==> src/rtl/hazard_ctrl.sv <==
// Pipeline hazard controller: detects load-use and pop-use hazards, stalls or flushes
// fetch/decode around them and around PC pops, and counts stalled cycles.
module hazard_ctrl #(
  parameter int AW      = 3,
  parameter int MEM_LAT = 1,
  parameter int PC_LAT  = 2,
  parameter int R0_ZERO = 0
) (
  input  logic          clk,
  input  logic          rst,
  input  logic [AW-1:0] rs_dec,
  input  logic [AW-1:0] rd_dec,
  input  logic          use_rs_dec,
  input  logic          use_rd_dec,
  input  logic          jmp_dec,
  input  logic          mem_write_dec,
  input  logic          reg_write_dec,
  input  logic          out_dec,
  input  logic [AW-1:0] dst_ex,
  input  logic          mem_read_ex,
  input  logic          pop_ex,
  input  logic          pop_flags_ex,
  input  logic          pop_pc_ex,
  input  logic          jmp_taken_ex,
  output logic          pc_write_en,
  output logic          fd_write_en,
  output logic          bubble_sel,
  output logic          flush_fd,
  output logic          busy,
  output logic [15:0]   perf_stalls
);

  localparam int CW = $clog2(8) + 1;

  typedef enum logic [1:0] {IDLE, STALL, PCWAIT} state_t;

  state_t        r_state;
  state_t        w_state_nxt;
  logic [CW-1:0] r_cnt;
  logic [CW-1:0] w_cnt_nxt;
  logic [15:0]   r_perf;

  logic w_m_rs;
  logic w_m_rd;
  logic w_load_use;
  logic w_pop_use;
  logic w_hazard;

  // A write to r0 is discarded when R0_ZERO is set, so it can never feed a consumer.
  assign w_m_rs = (dst_ex == rs_dec) && !((R0_ZERO != 0) && (dst_ex == '0));
  assign w_m_rd = (dst_ex == rd_dec) && !((R0_ZERO != 0) && (dst_ex == '0));

  assign w_load_use = mem_read_ex && !pop_ex &&
                      ((w_m_rs && use_rs_dec) || (w_m_rd && use_rd_dec));
  assign w_pop_use  = mem_read_ex && pop_ex && !pop_flags_ex && !pop_pc_ex &&
                      ((w_m_rd && (jmp_dec || reg_write_dec || out_dec)) ||
                       ((w_m_rs || w_m_rd) && mem_write_dec));
  assign w_hazard   = w_load_use || w_pop_use;

  always_comb begin
    // NOTE: every output and next-state value gets a default first so no latch is inferred.
    w_state_nxt = r_state;
    w_cnt_nxt   = r_cnt;
    pc_write_en = 1'b1;
    fd_write_en = 1'b1;
    bubble_sel  = 1'b0;
    flush_fd    = 1'b0;
    if (!rst) begin
      unique case (r_state)
        IDLE: begin
          if (pop_pc_ex) begin
            pc_write_en = 1'b0;
            fd_write_en = 1'b0;
            flush_fd    = 1'b1;
            bubble_sel  = 1'b1;
            if (PC_LAT > 1) begin
              w_state_nxt = PCWAIT;
              w_cnt_nxt   = CW'(PC_LAT - 1);
            end
          end else if (jmp_taken_ex) begin
            flush_fd   = 1'b1;
            bubble_sel = 1'b1;
          end else if (w_hazard) begin
            pc_write_en = 1'b0;
            fd_write_en = 1'b0;
            bubble_sel  = 1'b1;
            if (MEM_LAT > 1) begin
              w_state_nxt = STALL;
              w_cnt_nxt   = CW'(MEM_LAT - 1);
            end
          end
        end
        STALL: begin
          pc_write_en = 1'b0;
          fd_write_en = 1'b0;
          bubble_sel  = 1'b1;
          w_cnt_nxt   = r_cnt - 1'b1;
          if (r_cnt <= CW'(1)) w_state_nxt = IDLE;
        end
        PCWAIT: begin
          pc_write_en = 1'b0;
          fd_write_en = 1'b0;
          flush_fd    = 1'b1;
          bubble_sel  = 1'b1;
          w_cnt_nxt   = r_cnt - 1'b1;
          if (r_cnt <= CW'(1)) w_state_nxt = IDLE;
        end
        default: w_state_nxt = IDLE;
      endcase
    end
  end

  // NOTE: sequential state uses non-blocking assignments so all registers update together.
  always_ff @(posedge clk or posedge rst) begin
    if (rst) begin
      r_state <= IDLE;
      r_cnt   <= '0;
      r_perf  <= '0;
    end else begin
      r_state <= w_state_nxt;
      r_cnt   <= w_cnt_nxt;
      if (!pc_write_en && (r_perf != 16'hFFFF)) r_perf <= r_perf + 16'd1;
    end
  end

  assign busy        = (r_state != IDLE);
  assign perf_stalls = r_perf;

endmodule

==> config.mk <==
export PLATFORM = sky130hd
export DESIGN_NAME = hazard_ctrl
export DESIGN_NICKNAME = d
export VERILOG_FILES = /design/src/rtl/hazard_ctrl.sv
export SDC_FILE = /design/constraint.sdc
export NUM_CORES = 1
export LEC_CHECK = 0
export BUFFER_PORTS_ARGS = -buffer_cell sky130_fd_sc_hd__buf_2
export CAP_MARGIN = 20
export CORE_ASPECT_RATIO = 1.1
export CORE_MARGIN = 1.5
export CORE_UTILIZATION = 23
export DETAILED_ROUTE_END_ITERATION = 8
export SYNTH_ARGS = -nofsm -noshare
export SYNTH_HDL_FRONTEND = slang
export SYNTH_SLANG_ARGS = --single-unit
==> constraint.sdc <==
create_clock -name clk -period 3.8 [get_ports clk]
set_input_delay 0.38 -clock clk [delete_from_list [all_inputs] [get_ports clk]]
set_output_delay 0.38 -clock clk [all_outputs]
set_load 0.05 [all_outputs]
# --- Yosys cells after proc, flatten, opt, wreduce, memory -nomap -nowiden ---
# Cells that the tools add are included.
classes:
  reduce_logical: 27
  add_sub_neg: 2
  n_lt_le_gt_ge: 1
  bitwise: 1
  muxes: 19
  n_eq_ne: 7
ops:
  columns: ["operator", "n"]
  rows:
  - ["$add A16 B1 Y16 const B", 1]
  - ["$ne A16 B16 Y1 const B", 1]
  - ["$logic_and A1 B1 Y1", 11]
  - ["$mux W1", 11]
  - ["$pmux W4 S2", 1]
  - ["$eq A3 B3 Y1", 2]
  - ["$logic_or A1 B1 Y1", 6]
  - ["$pmux W1 S2", 3]
  - ["$reduce_and A3 Y1", 2]
  - ["$le A4 B1 Y1 const B", 1]
  - ["$logic_not A1 Y1", 4]
  - ["$mux W2", 2]
  - ["$mux W4", 1]
  - ["$pmux W2 S2", 1]
  - ["$reduce_bool A2 Y1", 2]
  - ["$sub A4 B1 Y4 const B", 1]
  - ["$eq A2 B1 Y1 const B", 1]
  - ["$eq A2 B2 Y1 const B", 1]
  - ["$logic_not A2 Y1", 1]
  - ["$ne A2 B1 Y1 const B", 1]
  - ["$ne A2 B2 Y1 const B", 1]
  - ["$reduce_or A2 Y1", 1]
  - ["$not A1 Y1", 1]
totals:
  ff_bits: 22

# --- Longest topological paths before layout ---
logic_depth:
  depth_word: 13
  ltp_mapped: 7
  mapped_depth_nobuf: 7

# --- Least setup slack after synthesis ---
# Ideal clock, no wire load.
synth_path:
  path_type: "input -> output"
  startpoint: "input reg_write_dec"
  endpoint: "output pc_write_en"
  arrival_ps: 2149
  path_slack_ps: 1271
  path_stages: 7
  path_buffers: 2
  t_required_ps: 3420
  cell_sequence: "or3_1 -> nand4_1 -> nand3_2 -> a2111oi_4 -> buf_6 -> or2_2 -> buf_4"
synth_between:
  elab_chain_cells: 11
synth_rtl:
  columns: ["element", "line_no", "source"]
  rows:
  - ["start: declaration", "17", "input logic reg_write_dec,"]
  - ["$logic_or A1 B1 Y1 (2 in a row)", "56", "((w_m_rd && (jmp_dec || reg_write_dec || out_dec)) ||"]
  - ["$logic_and A1 B1 Y1", "56", null]
  - ["$logic_or A1 B1 Y1", "56", null]
  - ["$logic_and A1 B1 Y1", "55", "assign w_pop_use = mem_read_ex && pop_ex && !pop_flags_ex && !pop_pc_ex &&"]
  - ["$logic_or A1 B1 Y1", "58", "assign w_hazard = w_load_use || w_pop_use;"]
  - ["$mux W1 (3 in a row)", null, null]
  - ["$pmux W1 S2", null, null]
  - ["$mux W1", null, null]
  - ["end: declaration", "25", "output logic pc_write_en,"]
# No other way between the ends.

# --- Worst setup path in the final report ---
layout_path:
  startpoint: "input reg_write_dec"
  endpoint: "output pc_write_en"
layout_between:
  elab_chain_cells: 11
layout_rtl:
  columns: ["element", "line_no", "source"]
  rows:
  - ["$logic_or A1 B1 Y1 (2 in a row)", "56", null]
  - ["$logic_and A1 B1 Y1", "56", null]
  - ["$logic_or A1 B1 Y1", "56", null]
  - ["$logic_and A1 B1 Y1", "55", null]
  - ["$logic_or A1 B1 Y1", "58", null]
  - ["$mux W1", "83", "end else if (w_hazard) begin"]
  - ["$mux W1", "80", "end else if (jmp_taken_ex) begin"]
  - ["$mux W1", "71", "if (pop_pc_ex) begin"]
  - ["$pmux W1 S2", "69", "unique case (r_state)"]
  - ["$mux W1", "68", "if (!rst) begin"]
# No other way between the ends.

==> summary.md <==
| Metric | Value |
|---|---|
| # fillers | `599` |
| Post-synthesis register bit count | `21` |
| Hold Vio Cnt, Final | `0` |
| Tot GR Track Use | `10.0%` |
| Synth cell types | `35` |
| Routed Antenna Nets | `0` |
| Area of the mapped netlist | `1370 sq um` |
| Root Buffer | `clkbuf_8` |
| Max H-tree Level | `1` |
| Starting Density | `23.7%` |
| Largest net degree at the start of global routing | `21` |
| Post-synth ARST share | `100%` |
| Share of layout cells above drive strength 1 | `39.2%` |
| Peak Freq | `0.396 GHz` |
| Hold buffer count at CTS | `0` |
| Max Cap Viol | `0` |
| Pre-CTS setup slack | `1.28 ns` |
| Port Buffer Count | `42` |
| Worst R2R Setup Slack | `1.68 ns` |
| Post-synth top flop | `dfrtp_1` |
| Tcrit/Tclk final | `66.4%` |
| Commonest non-fill, non-tap cell in the layout | `buf_2` |
| Crit path largest cell delay | `0.62 ns` |
| Crit-path max FO | `9` |
| Setup violators final | `0` |
| Gpl congestion | `0.764` |
| Worst path slowest cell | `a2111oi_4` |
| Critical Path Start Type | `primary input` |
| Slew Viols, Final | `0` |
| Top Family by Delay on Critical Path | `simple AND/OR/NAND/NOR gates` |
| Setup TNS | `0 ns` |
| Worst Path Buf+Inv | `2` |
| Drt wl/cell | `11.9 um` |
| Core area | `5770 sq um` |
| Max VDD drop | `0.179 mV` |
| Status | `finished, final reports clean` |
| Power per standard cell area | `579 nW/um^2` |
| Main combinational cell family by area after synthesis | `simple AND/OR/NAND/NOR gates` |
| Total Nets Final | `197` |
| Tmin final | `2.52 ns` |
| TritonCTS clock tree | `built` |
| Setup Crit Path Kind | `primary input to primary output` |
| Simple-Gate Fraction of Synth Area | `30.1%` |
| Initial antenna violation count | `0` |
| Setup crit end kind | `primary output` |
| Setup bufs post-CTS | `0` |
| Max-slew headroom | `54.1%` |
| Synth Instances | `127` |
| Seq/Total Area, Yosys | `38.5%` |
| YS warnings | `0` |
| DRC Markers | `0` |
| Final HPWL from detailed placement | `2.30 mm` |
| Worst-path clk slew | `0.08 ns` |
| Adder-Cell Fraction of Synth Area | `2.75%` |
| Post-cts repair resize count | `0` |
| Most frequent cells in the layout | `42 x buf_2, 21 x dfrtp_1, 14 x xor2_1, 10 x nand4_1` |
| Mux contribution to synthesized area | `1.65%` |
| HP Class | `primary input to asynchronous set/reset pin` |
| Vias | `1130` |
| # IOs | `43` |
| Clk_skew | `0.00861 ns` |
| CP required | `3.42 ns` |
| Overflow after GRT | `0` |
| Die Ht | `83.8 um` |
| Pleak | `0.765 nW` |
| Clock buffer depth | `2` |
| Placed Area | `1650 sq um` |
| Total wire length | `2.96 mm` |
| Worst skew pair latency | `0.26 ns` |
| Finished layout cell area | `1700 sq um` |
| First-pass GRT wire length | `5.29 mm` |
| Syn nets | `152` |
| Hold slack final | `0.425 ns` |
| Clock Sinks | `21` |
| Row cnt | `29` |
| Synth Area in XOR/XNOR | `13.5%` |
| Vias in the first global route | `1186` |
| Antenna Cells | `0` |
| Length of the first detailed-routing pass in iterations | `5` |
| Die area | `6410 sq um` |
| Worst-Margin Slew | `0.688 ns` |
| Layout Cells excl Fill | `248` |
| P&R area growth vs syn | `24.3%` |
| Cells along the critical path | `buf_2 -> or3_1 -> nand4_1 -> nand3_2 -> a2111oi_4 -> or2_2 -> buf_2` |
| Die W | `76.5 um` |
| Compound-cell area share of the yosys netlist | `8.61%` |
| EDFF count, synth | `0` |
| Vias per cell | `4.56` |
| Mapped Avg Cell Area | `10.8 sq um` |
| RSZ-0062 raised after global routing | `no` |
| Inst Count DP | `244` |
| Cell mode on critical path | `buf_2` |
| Initial DRC Count | `71` |
| CTS buffer count | `3` |
| Crit path DAT | `2.14 ns` |
| Setup ws final | `1.28 ns` |
==> per-stage QoR <==
stage | power, mW | util (%)
2_1_floorplan | 0.727 | -
3_3_place_gp | 0.835 | 28.6
3_5_place_dp | 0.843 | 28.6
4_1_cts | 0.996 | 29.4
5_1_grt | 1.05 | 29.4
6_report | 0.984 | 29.4
==> worst reg2reg max path: cells and delay by family, from the launching register on <==
kind	cells	cell delay [ns]
simple gates	5	1.04
xor+xnor	1	0.14
fa+ha+maj	1	0.23
flops	1	0.43
buf+inv	1	0.19
==> Yosys cell counts (all sizes together), types with 2 or more instances <==
| cell | n | area [sq um] |
|---|---|---|
| and4 | 2 | 17.5 |
| a2111oi | 2 | 55.1 |
| ha | 3 | 37.5 |
| buf | 4 | 35.0 |
| inv | 5 | 18.8 |
| nand2 | 6 | 22.5 |
| a22o | 2 | 17.5 |
| xnor2 | 7 | 61.3 |
| nor4 | 14 | 146 |
| nor3 | 5 | 30.0 |
| mux2 | 2 | 22.5 |
| nand4 | 11 | 75.1 |
| o21ai | 3 | 15.0 |
| or3 | 2 | 12.5 |
| a21oi | 3 | 15.0 |
| xor2 | 14 | 123 |
| dfrtp | 21 | 526 |
| nand3 | 7 | 40.0 |
| nor2 | 6 | 22.5 |
==> registers in the layout, indices dropped and copies added, names as in the netlist <==
name / count
perf_stalls: 16
r_state: 1
r_cnt: 4
==> power breakdown <==
group          total [mW]  internal, mW  switching, mW
logic               0.456         0.144          0.313
clock network       0.148        0.0731         0.0748
registers           0.380         0.292         0.0876
total               0.984         0.509          0.475
==> worst paths after layout <==
check                      cells past startpoint         endpoint            from
max                                            7      pc_write_en   reg_write_dec
min                                            2   perf_stalls[9]             rst
max reg2reg                                    8  perf_stalls[15]  perf_stalls[0]
min reg2reg                                    1   perf_stalls[7]  perf_stalls[7]
max in group asynchronous                      3   perf_stalls[0]             rst
min in group clk                               1   perf_stalls[7]  perf_stalls[7]
==> metal layers <==
layer  up-vias  global-route usage (%)  share of wire (%)
met4         0                    4.38                1.5
met1       544                    12.8                 45
li1        557                       -                  -
met2        25                    16.7                 51
met5         -                       0                  0
met3         4                    1.53                3.1
==> cells by family (layout without fill, tap and decap cells) <==
| group | count (synthesis) | in the layout |
|---|---|---|
| AO/OA/AOI/OAI | 12 | 12 |
| buffers and inverters | 10 | 54 |
| multiplexers | 2 | 2 |
| AND/OR/NAND/NOR | 58 | 58 |
| flip-flops | 21 | 21 |
| XOR/XNOR | 21 | 21 |
| adder cells (fa/ha/maj) | 3 | 3 |
==> cell type report <==
cell class,instances,area (sq um),share of cell area (%)
clock buffer,3,41.3,2.43
sequential,21,526,31.0
inverter,5,18.8,1.11
multi-input combinational,96,778,45.8
timing repair buffer,45,233,13.7
clock inverter,1,5.00,0.295
tap,77,96.3,5.67
No activity file was read; power rests on OpenSTA's default activity.
